==> src/rtl/csa_iter_mul_if.sv <==
// Request/response bundle for csa_iter_mul: operand handshake, flush, result handshake and busy.
interface csa_iter_mul_if #(
  parameter int XLEN  = 64,
  parameter int TAG_W = 5
);
  logic             in_valid;
  logic             in_ready;
  logic [1:0]       op;
  logic [XLEN-1:0]  a;
  logic [XLEN-1:0]  b;
  logic [TAG_W-1:0] tag_in;
  logic             kill;
  logic             out_valid;
  logic             out_ready;
  logic [XLEN-1:0]  result;
  logic [TAG_W-1:0] tag_out;
  logic             busy;

  modport master (
    output in_valid, op, a, b, tag_in, kill, out_ready,
    input  in_ready, out_valid, result, tag_out, busy
  );

  modport slave (
    input  in_valid, op, a, b, tag_in, kill, out_ready,
    output in_ready, out_valid, result, tag_out, busy
  );
endinterface

==> src/rtl/csa_iter_mul.sv <==
// csa_iter_mul: iterative RV64M MUL/MULH/MULHSU/MULHU, STEP bits per cycle into a carry-save accumulator.
// Optional MUL_EARLY_EXIT_EN: CALC ends as soon as the remaining multiplier bits are all zero.
module csa_iter_mul #(
  parameter int XLEN  = 64,
  parameter int STEP  = 2,
  parameter int TAG_W = 5
) (
  input logic           clk,
  input logic           rst_n,
  csa_iter_mul_if.slave bus
);
  localparam int PW    = 2 * XLEN;
  localparam int NCALC = XLEN / STEP;
  localparam int CNT_W = $clog2(NCALC + 1);

  // Operand load is done on the accept edge itself, so the first CALC cycle is T+1.
  typedef enum logic [1:0] {
    S_IDLE  = 2'd0,
    S_CALC  = 2'd1,
    S_FINAL = 2'd2,
    S_DONE  = 2'd3
  } state_t;

  state_t state_q, state_d, load_tgt_s;

  logic [PW-1:0]    mcand_q, sum_q, carry_q;
  logic [XLEN-1:0]  mplier_q, mplier_nx_s;
  logic [CNT_W-1:0] cnt_q;
  logic             neg_q;
  logic [1:0]       op_q;
  logic [TAG_W-1:0] tag_q, tag_out_q;
  logic [XLEN-1:0]  result_q, result_d;
  logic             out_valid_q, busy_q;

  logic             in_ready_s, accept_s, calc_exit_s;
  logic             sa_s, sb_s, neg_s;
  logic [XLEN-1:0]  a_abs_s, b_abs_s;
  logic [PW-1:0]    row_sum_s, row_carry_s, pp_s, tmp_s;
  logic [PW-1:0]    prod_s, prod_fix_s;
`ifdef MUL_EARLY_EXIT_EN
  logic             b_zero_s;
`endif

  function automatic logic [PW-1:0] csa_sum(input logic [PW-1:0] x, input logic [PW-1:0] y,
                                            input logic [PW-1:0] z);
    return x ^ y ^ z;
  endfunction

  function automatic logic [PW-1:0] csa_carry(input logic [PW-1:0] x, input logic [PW-1:0] y,
                                              input logic [PW-1:0] z);
    logic [PW-1:0] maj;
    maj = (x & y) | (x & z) | (y & z);
    return {maj[PW-2:0], 1'b0};
  endfunction

  assign in_ready_s = !bus.kill &&
                      ((state_q == S_IDLE) || ((state_q == S_DONE) && bus.out_ready));
  assign accept_s   = bus.in_valid && in_ready_s;

  // Sign/magnitude of the incoming operands; MUL treats both as unsigned.
  always_comb begin
    sa_s    = bus.a[XLEN-1] && ((bus.op == 2'b01) || (bus.op == 2'b10));
    sb_s    = bus.b[XLEN-1] && (bus.op == 2'b01);
    a_abs_s = sa_s ? -bus.a : bus.a;
    b_abs_s = sb_s ? -bus.b : bus.b;
    neg_s   = (sa_s ^ sb_s) && (bus.op != 2'b00);
  end

  // One CSA row: STEP chained 3:2 stages folding the partial products into sum/carry.
  always_comb begin
    row_sum_s   = sum_q;
    row_carry_s = carry_q;
    pp_s        = '0;
    tmp_s       = '0;
    for (int k = 0; k < STEP; k++) begin
      pp_s        = (mcand_q << k) & {PW{mplier_q[k]}};
      tmp_s       = csa_sum(row_sum_s, row_carry_s, pp_s);
      row_carry_s = csa_carry(row_sum_s, row_carry_s, pp_s);
      row_sum_s   = tmp_s;
    end
  end

  assign mplier_nx_s = mplier_q >> STEP;

`ifdef MUL_EARLY_EXIT_EN
  assign b_zero_s    = (b_abs_s == '0);
  assign calc_exit_s = (mplier_nx_s == '0) || (cnt_q == CNT_W'(1));
  assign load_tgt_s  = b_zero_s ? S_FINAL : S_CALC;
`else
  assign calc_exit_s = (cnt_q == CNT_W'(1));
  assign load_tgt_s  = S_CALC;
`endif

  // Final carry-propagate add, sign fix-up and half select.
  always_comb begin
    prod_s = sum_q + carry_q;
    if (neg_q) begin
      prod_fix_s = -prod_s;
    end else begin
      prod_fix_s = prod_s;
    end
    if (op_q == 2'b00) begin
      result_d = prod_fix_s[XLEN-1:0];
    end else begin
      result_d = prod_fix_s[PW-1:XLEN];
    end
  end

  always_comb begin
    state_d = state_q;
    if (bus.kill) begin
      state_d = S_IDLE;
    end else begin
      case (state_q)
        S_IDLE: begin
          if (accept_s) state_d = load_tgt_s;
          else          state_d = S_IDLE;
        end
        S_CALC: begin
          if (calc_exit_s) state_d = S_FINAL;
          else             state_d = S_CALC;
        end
        S_FINAL: state_d = S_DONE;
        S_DONE: begin
          if (accept_s)           state_d = load_tgt_s;
          else if (bus.out_ready) state_d = S_IDLE;
          else                    state_d = S_DONE;
        end
        default: state_d = S_IDLE;
      endcase
    end
  end

  always_ff @(posedge clk or negedge rst_n) begin
    if (!rst_n) state_q <= S_IDLE;
    else        state_q <= state_d;
  end

  // Operand capture, accumulation and registered outputs.
  always_ff @(posedge clk or negedge rst_n) begin
    if (!rst_n) begin
      mcand_q     <= '0;
      mplier_q    <= '0;
      sum_q       <= '0;
      carry_q     <= '0;
      cnt_q       <= '0;
      neg_q       <= 1'b0;
      op_q        <= 2'b00;
      tag_q       <= '0;
      result_q    <= '0;
      tag_out_q   <= '0;
      out_valid_q <= 1'b0;
      busy_q      <= 1'b0;
    end else begin
      if (accept_s) begin
        mcand_q  <= {{XLEN{1'b0}}, a_abs_s};
        mplier_q <= b_abs_s;
        sum_q    <= '0;
        carry_q  <= '0;
        cnt_q    <= CNT_W'(NCALC);
        neg_q    <= neg_s;
        op_q     <= bus.op;
        tag_q    <= bus.tag_in;
      end else if (state_q == S_CALC) begin
        mcand_q  <= mcand_q << STEP;
        mplier_q <= mplier_nx_s;
        sum_q    <= row_sum_s;
        carry_q  <= row_carry_s;
        cnt_q    <= cnt_q - CNT_W'(1);
      end
      if ((state_q == S_FINAL) && !bus.kill) begin
        result_q  <= result_d;
        tag_out_q <= tag_q;
      end
      out_valid_q <= (state_d == S_DONE);
      busy_q      <= (state_d != S_IDLE);
    end
  end

  assign bus.in_ready  = in_ready_s;
  assign bus.out_valid = out_valid_q;
  assign bus.result    = result_q;
  assign bus.tag_out   = tag_out_q;
  assign bus.busy      = busy_q;
endmodule
==> src/flat_wrapper.sv <==
// flat-port wrapper written by rule: the top's interface ports become plain ports
module csa_iter_mul_flat 
#(
  parameter int XLEN  = 64,
  parameter int STEP  = 2,
  parameter int TAG_W = 5
)
  (clk, rst_n, bus_in_valid, bus_op, bus_a, bus_b, bus_tag_in, bus_kill, bus_out_ready, bus_in_ready, bus_out_valid, bus_result, bus_tag_out, bus_busy);
  csa_iter_mul_if #(.XLEN(XLEN), .TAG_W(TAG_W)) bus_i ();
  input logic clk;
  input logic rst_n;
  input wire logic [$bits(bus_i.in_valid)-1:0] bus_in_valid;
  input wire logic [$bits(bus_i.op)-1:0] bus_op;
  input wire logic [$bits(bus_i.a)-1:0] bus_a;
  input wire logic [$bits(bus_i.b)-1:0] bus_b;
  input wire logic [$bits(bus_i.tag_in)-1:0] bus_tag_in;
  input wire logic [$bits(bus_i.kill)-1:0] bus_kill;
  input wire logic [$bits(bus_i.out_ready)-1:0] bus_out_ready;
  output wire logic [$bits(bus_i.in_ready)-1:0] bus_in_ready;
  output wire logic [$bits(bus_i.out_valid)-1:0] bus_out_valid;
  output wire logic [$bits(bus_i.result)-1:0] bus_result;
  output wire logic [$bits(bus_i.tag_out)-1:0] bus_tag_out;
  output wire logic [$bits(bus_i.busy)-1:0] bus_busy;
  assign bus_i.in_valid = bus_in_valid;
  assign bus_i.op = bus_op;
  assign bus_i.a = bus_a;
  assign bus_i.b = bus_b;
  assign bus_i.tag_in = bus_tag_in;
  assign bus_i.kill = bus_kill;
  assign bus_i.out_ready = bus_out_ready;
  assign bus_in_ready = bus_i.in_ready;
  assign bus_out_valid = bus_i.out_valid;
  assign bus_result = bus_i.result;
  assign bus_tag_out = bus_i.tag_out;
  assign bus_busy = bus_i.busy;
  csa_iter_mul #(.XLEN(XLEN), .STEP(STEP), .TAG_W(TAG_W)) u_core (.clk(clk), .rst_n(rst_n), .bus(bus_i));
endmodule
==> config.mk <==
export PLATFORM = sky130hd
export DESIGN_NAME = csa_iter_mul_flat
export DESIGN_NICKNAME = d
export VERILOG_FILES = /design/src/rtl/csa_iter_mul_if.sv /design/src/rtl/csa_iter_mul.sv /design/src/flat_wrapper.sv
export SDC_FILE = /design/constraint.sdc
export NUM_CORES = 2
export LEC_CHECK = 0
export BUFFER_PORTS_ARGS = -buffer_cell sky130_fd_sc_hd__buf_4
export CORE_MARGIN = 4
export CORE_UTILIZATION = 55
export DETAILED_ROUTE_END_ITERATION = 10
export PLACE_DENSITY = 0.73
export REMOVE_ABC_BUFFERS = 1
export SYNTH_ARGS = -nofsm -noshare
export SYNTH_HDL_FRONTEND = slang
export SYNTH_SLANG_ARGS = --single-unit
==> constraint.sdc <==
create_clock -name clk -period 9.7 [get_ports clk]
set_input_delay 1.455 -clock clk [delete_from_list [all_inputs] [get_ports clk]]
set_output_delay 1.455 -clock clk [all_outputs]
set_load 0.01 [all_outputs]
# Word-level counts from Yosys, hierarchy flattened
# Cells that the tools add are included.
# word_totals
out_inout_bits	72
reg_bits	535
word_cells	77
in_bits	140
# op_classes
bitwise	17
eq_ne	7
reduce_logical	15
n_addsub	5
mux	20
# ops
op	count
$mux W128	7
$and A127 B127 Y127	6
$xor A128 B128 Y128	4
$or A127 B127 Y127	4
$mux W64	5
$and A128 B128 Y128	2
$add A128 B128 Y128	1
$neg A128 Y128	1
$neg A64 Y64	2
$mux W6	2
$eq A2 B2 Y1 const B	4
$mux W2	4
$pmux W2 S4	1
$logic_and A1 B1 Y1	7
$eq A6 B1 Y1 const B	1
$reduce_bool A2 Y1	3
$sub A6 B1 Y6 const B	1
$eq A2 B1 Y1 const B	2
$logic_not A2 Y1	2
$logic_or A1 B1 Y1	2
$logic_not A1 Y1	1
$mux W1	1
$xor A1 B1 Y1	1

# Longest topological paths before layout
# logic_depth
depth_word	9
ltp_mapped	20
depth_no_buf	17

# Worst setup path before layout
# No wires, ideal clock.
# synth_path
kind	reg-to-reg
startpoint	reg u_core.carry_q[15]
endpoint	reg u_core.result_q[60], in the netlist u_core.bus.result[60]
path_slack_ns	4.504
t_required_ns	9.574
path_stages_with_launch	18
setup_time_ns	0.126
synth_period_minus_slack_ns	5.196
arrival_ns	5.070
n_path_buf	3
cell_sequence	dfrtp_1 -> ha_1 -> buf_2 -> nand4_1 -> nor4_2 -> nand2_1 -> a2111oi_2 -> o21ai_1 -> and2_1 -> xnor2_1 -> or4_1 -> clkbuf_1 -> or3_1 -> or4b_1 -> clkbuf_1 -> or4_4 -> o211a_1 -> o32a_1
# synth_between
elab_chain_cells	4
# synth_lines
item	line	text
start, declared	csa_iter_mul.sv:26	logic [PW-1:0] mcand_q, sum_q, carry_q;
start signal, assigned	csa_iter_mul.sv:168	carry_q <= row_carry_s;
$add A128 B128 Y128 *	csa_iter_mul.sv:96	prod_s = sum_q + carry_q;
$neg A128 Y128	csa_iter_mul.sv:98	prod_fix_s = -prod_s;
$mux W128 *	csa_iter_mul.sv:97	if (neg_q) begin
$mux W64 *	csa_iter_mul.sv:102	if (op_q == 2'b00) begin
end signal, assigned	csa_iter_mul.sv:172	result_q <= result_d;
end, declared	csa_iter_mul.sv:32	logic [XLEN-1:0] result_q, result_d;
# Every way passes the cells marked *; elsewhere a longest branch is shown, timed or not.
# A chain may end at the register's enable or synchronous reset.

# Worst setup path in the final report
# layout_path
startpoint	reg u_core.carry_q[40]
endpoint	reg u_core.result_q[61], in the netlist u_core.bus.result[61]
# The elaborated chain is that of the path after synthesis.

==> results_dict.tcl <==
set metrics [dict create \
    crit_type "reg2reg" \
    ys_types 102 \
    area_growth_pct 8.85 \
    clockBufferDepth 3 \
    ys_warn_count 0 \
    fillers 7654 \
    vias_per_cell 6.49 \
    final-max-slew-violation-count 0 \
    grt_max_degree 203 \
    hold_path_class "reg2reg" \
    syn_inst 5857 \
    dp_hpwl_microns 126000 \
    insertion_delay_ps 660 \
    synthFlopType "dfrtp_1" \
    worst_pin_slew_ps 1310 \
    syn_area_sq_mm 0.0464 \
    status "finished, final reports clean" \
    grt_use_total 0.361 \
    power_switching_mw 6.10 \
    async_reset_ff_frac 1.00 \
    fmax_ghz 0.141 \
    multi_input_area_sq_mm 0.0315 \
    drtIter0Drc 5191 \
    layout_commonest_cell "nand2_1" \
    critPathBufInv 1 \
    rsz0062_at_grt "false" \
    synth_edf_count 0 \
    detail_route.wl_per_cell_microns 23.5 \
    layout.nets 6334 \
    crit_chain "ha_1 > nand4_1 > nor2_2 > a221oi_1 > a2111oi_0 > buf_4 > o21ai_0 > nand3_1 > a31oi_1 > xnor2_1 > nor3_1 > nand4_1 > or4_1 > nor4b_1 > o221ai_1" \
    slew_headroom 0.107 \
    io_pins 212 \
    place_ws_ps 2980 \
    start_util 0.555 \
    cpMostUsedCell "nand4_1" \
    slowest_delay_ps 1120 \
    die_w_microns 299 \
    numPortBuffers 211 \
    cts_tree "yes" \
    stdcell_count 6992 \
    leakagePower_nw 21.7 \
    seq_area_sq_mm 0.0133 \
    antenna_found_initial 2 \
    swShare 0.482 \
    crit_required_ps 10210 \
    finalClockSkew_ps 37.8 \
    finalHoldViolations 0 \
    ant_nets 0 \
    setup-tns-final_ps 0 \
    postRouteWirelength_microns 164000 \
    arrival_ps 7620 \
    die_area_sq_mm 0.0891 \
    cp_top_family "simple AND/OR/NAND/NOR gates" \
    comb_power_share 0.531 \
    cts.sinks 533 \
    mostFrequentLayoutCells "1229 x nand2_1, 624 x o21ai_0, 530 x dfrtp_1" \
    place_congestion 1.10 \
    first_pass_iters 6 \
    p_int_mw 6.55 \
    fin_crit_ps 7110 \
    htreeDepth 2 \
    yosys_register_bits 533 \
    critPathSlowestCell "a2111oi_0" \
    min_period_over_period 0.733 \
    avgSynthCellArea_sq_um 7.93 \
    peakVddDrop_mv 0.129 \
    crit_fanout 13 \
    die_height_microns 299 \
    end_kind "flop" \
    vias 45400 \
    cts_buffers 61 \
    ctsHoldBuffers 0 \
    dpl.cell_count 6879 \
    root_buffer "clkbuf_16" \
    worst_setup_path_start_kind "flop" \
    clkTransAtPathRegs_ps 60 \
    drive_gt1_frac 0.0772 \
    rows 106 \
    worst_slack_ps 2590 \
    grt_pass1_vias 43300 \
    cts_resized 0 \
    grt-ovfl-total 0 \
    power_density_mw_per_mm2 250 \
    seq_area_frac_synth 0.287 \
    seq_power_share 0.275 \
    drc 0 \
    cts_setup_buffers 0 \
    drv_cap 0 \
    total_power_mw 12.7 \
    setup_viol 0 \
    grt_pass1_wl_microns 257000 \
    clkPwrFrac 0.194 \
    coreArea_sq_mm 0.0837 \
]
-- registers in the layout, summed over array words and instances (netlist names), 5 cells and up --
register and flops:
u_core.mcand_q 128, u_core.sum_q 128, u_core.carry_q 126, u_core.bus.result 64, u_core.mplier_q 64, u_core.cnt_q 6
u_core.bus.tag_out 5, u_core.tag_q 5
-- synthesized netlist by cell type, types with 13 or more instances --
cell type | instances | area, sq um
dfrtp_1 | 533 | 13300
o21ai_0 | 624 | 3120
clkbuf_1 | 311 | 1170
o221ai_1 | 17 | 149
and3_1 | 26 | 163
xnor2_1 | 147 | 1290
a21o_1 | 60 | 450
or3_1 | 50 | 313
o2111ai_1 | 14 | 123
xor2_1 | 122 | 1070
nand2b_1 | 30 | 188
nand4_1 | 114 | 713
o41ai_1 | 21 | 184
a21oi_1 | 326 | 1630
buf_2 | 35 | 175
and2_1 | 277 | 1730
a211oi_1 | 32 | 240
inv_1 | 48 | 180
nand2_1 | 1230 | 4620
nand3_1 | 112 | 561
nor3_1 | 133 | 666
a21boi_0 | 14 | 105
and4_1 | 23 | 201
mux2i_1 | 26 | 260
o21bai_1 | 13 | 97.6
o31ai_1 | 49 | 368
nor4_1 | 64 | 400
nor4b_1 | 14 | 123
ha_1 | 134 | 1680
or2_2 | 31 | 194
o21a_1 | 27 | 203
a31oi_1 | 112 | 701
a22oi_1 | 46 | 345
or4_1 | 23 | 173
o21ai_1 | 33 | 165
nor2_1 | 436 | 1640
o211ai_1 | 28 | 210
fa_1 | 252 | 5040
a221oi_1 | 18 | 158
-- stage by stage --
stage               hold WS [ps]  utilization  instance area [sq um]
finish                       466        0.604                  50500
global placement             446        0.579                  48400
detailed placement           454        0.579                  48400
global route                 482        0.604                  50500
floorplan                    439            -                  45000
CTS                          470        0.604                  50500
-- area by class of cell --
cell class	instances	area share
Inverter	49	0.00364
Multi-Input combinational cell	4911	0.623
Timing Repair Buffer	252	0.0393
Tap cell	1134	0.0281
Clock buffer	85	0.0348
Antenna cell	1	0.0000495
Clock inverter	27	0.00683
Sequential cell	533	0.264
-- power by group through the flow --
stage          registers (mW)  logic, mW  clock network, mW
4_1_cts                  3.47       6.56               2.49
2_1_floorplan            3.37       4.37                  0
6_report                 3.48       6.72               2.46
3_3_place_gp             3.48       6.45                  0
3_5_place_dp             3.51       6.51                  0
5_1_grt                  3.57       7.34               2.57
-- kinds of logic (layout without fill, tap and decap cells) --
kind of cell,after synthesis,in the layout,synth area share
other,0,1,0
XOR/XNOR,269,269,0.0508
AO/OA/AOI/OAI,1597,1597,0.211
AND/OR/NAND/NOR,2626,2626,0.263
multiplexers,33,33,0.00730
buffers and inverters,413,413,0.0352
adder cells (fa/ha/maj),386,386,0.145
flip-flops,533,533,0.287
-- final timing paths --
kind / start / end / slack [ps] / cells after the start
min in group asynchronous: rst_n / u_core.mcand_q[3]$_DFFE_PN0P_ / 860 / 1
max in group asynchronous: rst_n / u_core.mplier_q[1]$_DFFE_PN0P_ / 6820 / 3
worst min register to register: u_core.tag_q[3]$_DFFE_PN0P_ / u_core.bus.tag_out[3]$_DFFE_PN0P_ / 470 / 2
worst min-delay path: u_core.tag_q[3]$_DFFE_PN0P_ / u_core.bus.tag_out[3]$_DFFE_PN0P_ / 470 / 2
worst max register to register: u_core.carry_q[40]$_DFFE_PN0P_ / u_core.bus.result[61]$_DFFE_PN0P_ / 2590 / 15
worst max-delay path: u_core.carry_q[40]$_DFFE_PN0P_ / u_core.bus.result[61]$_DFFE_PN0P_ / 2590 / 15
-- routing by layer --
metal	global-route usage	vias to the layer above	routed length, microns
met5	0	-	13
met1	0.508	22200	69100
met4	0.135	2	7490
li1	-	20600	-
met2	0.558	2180	72700
met3	0.0683	425	15100
-- worst min-delay path, cell delays in order (launching register included) --
cell and delay, ps:
dfrtp_1 340, nand2_1 50, nand2_1 50
Note: power is estimated with default switching activity, not from simulation.
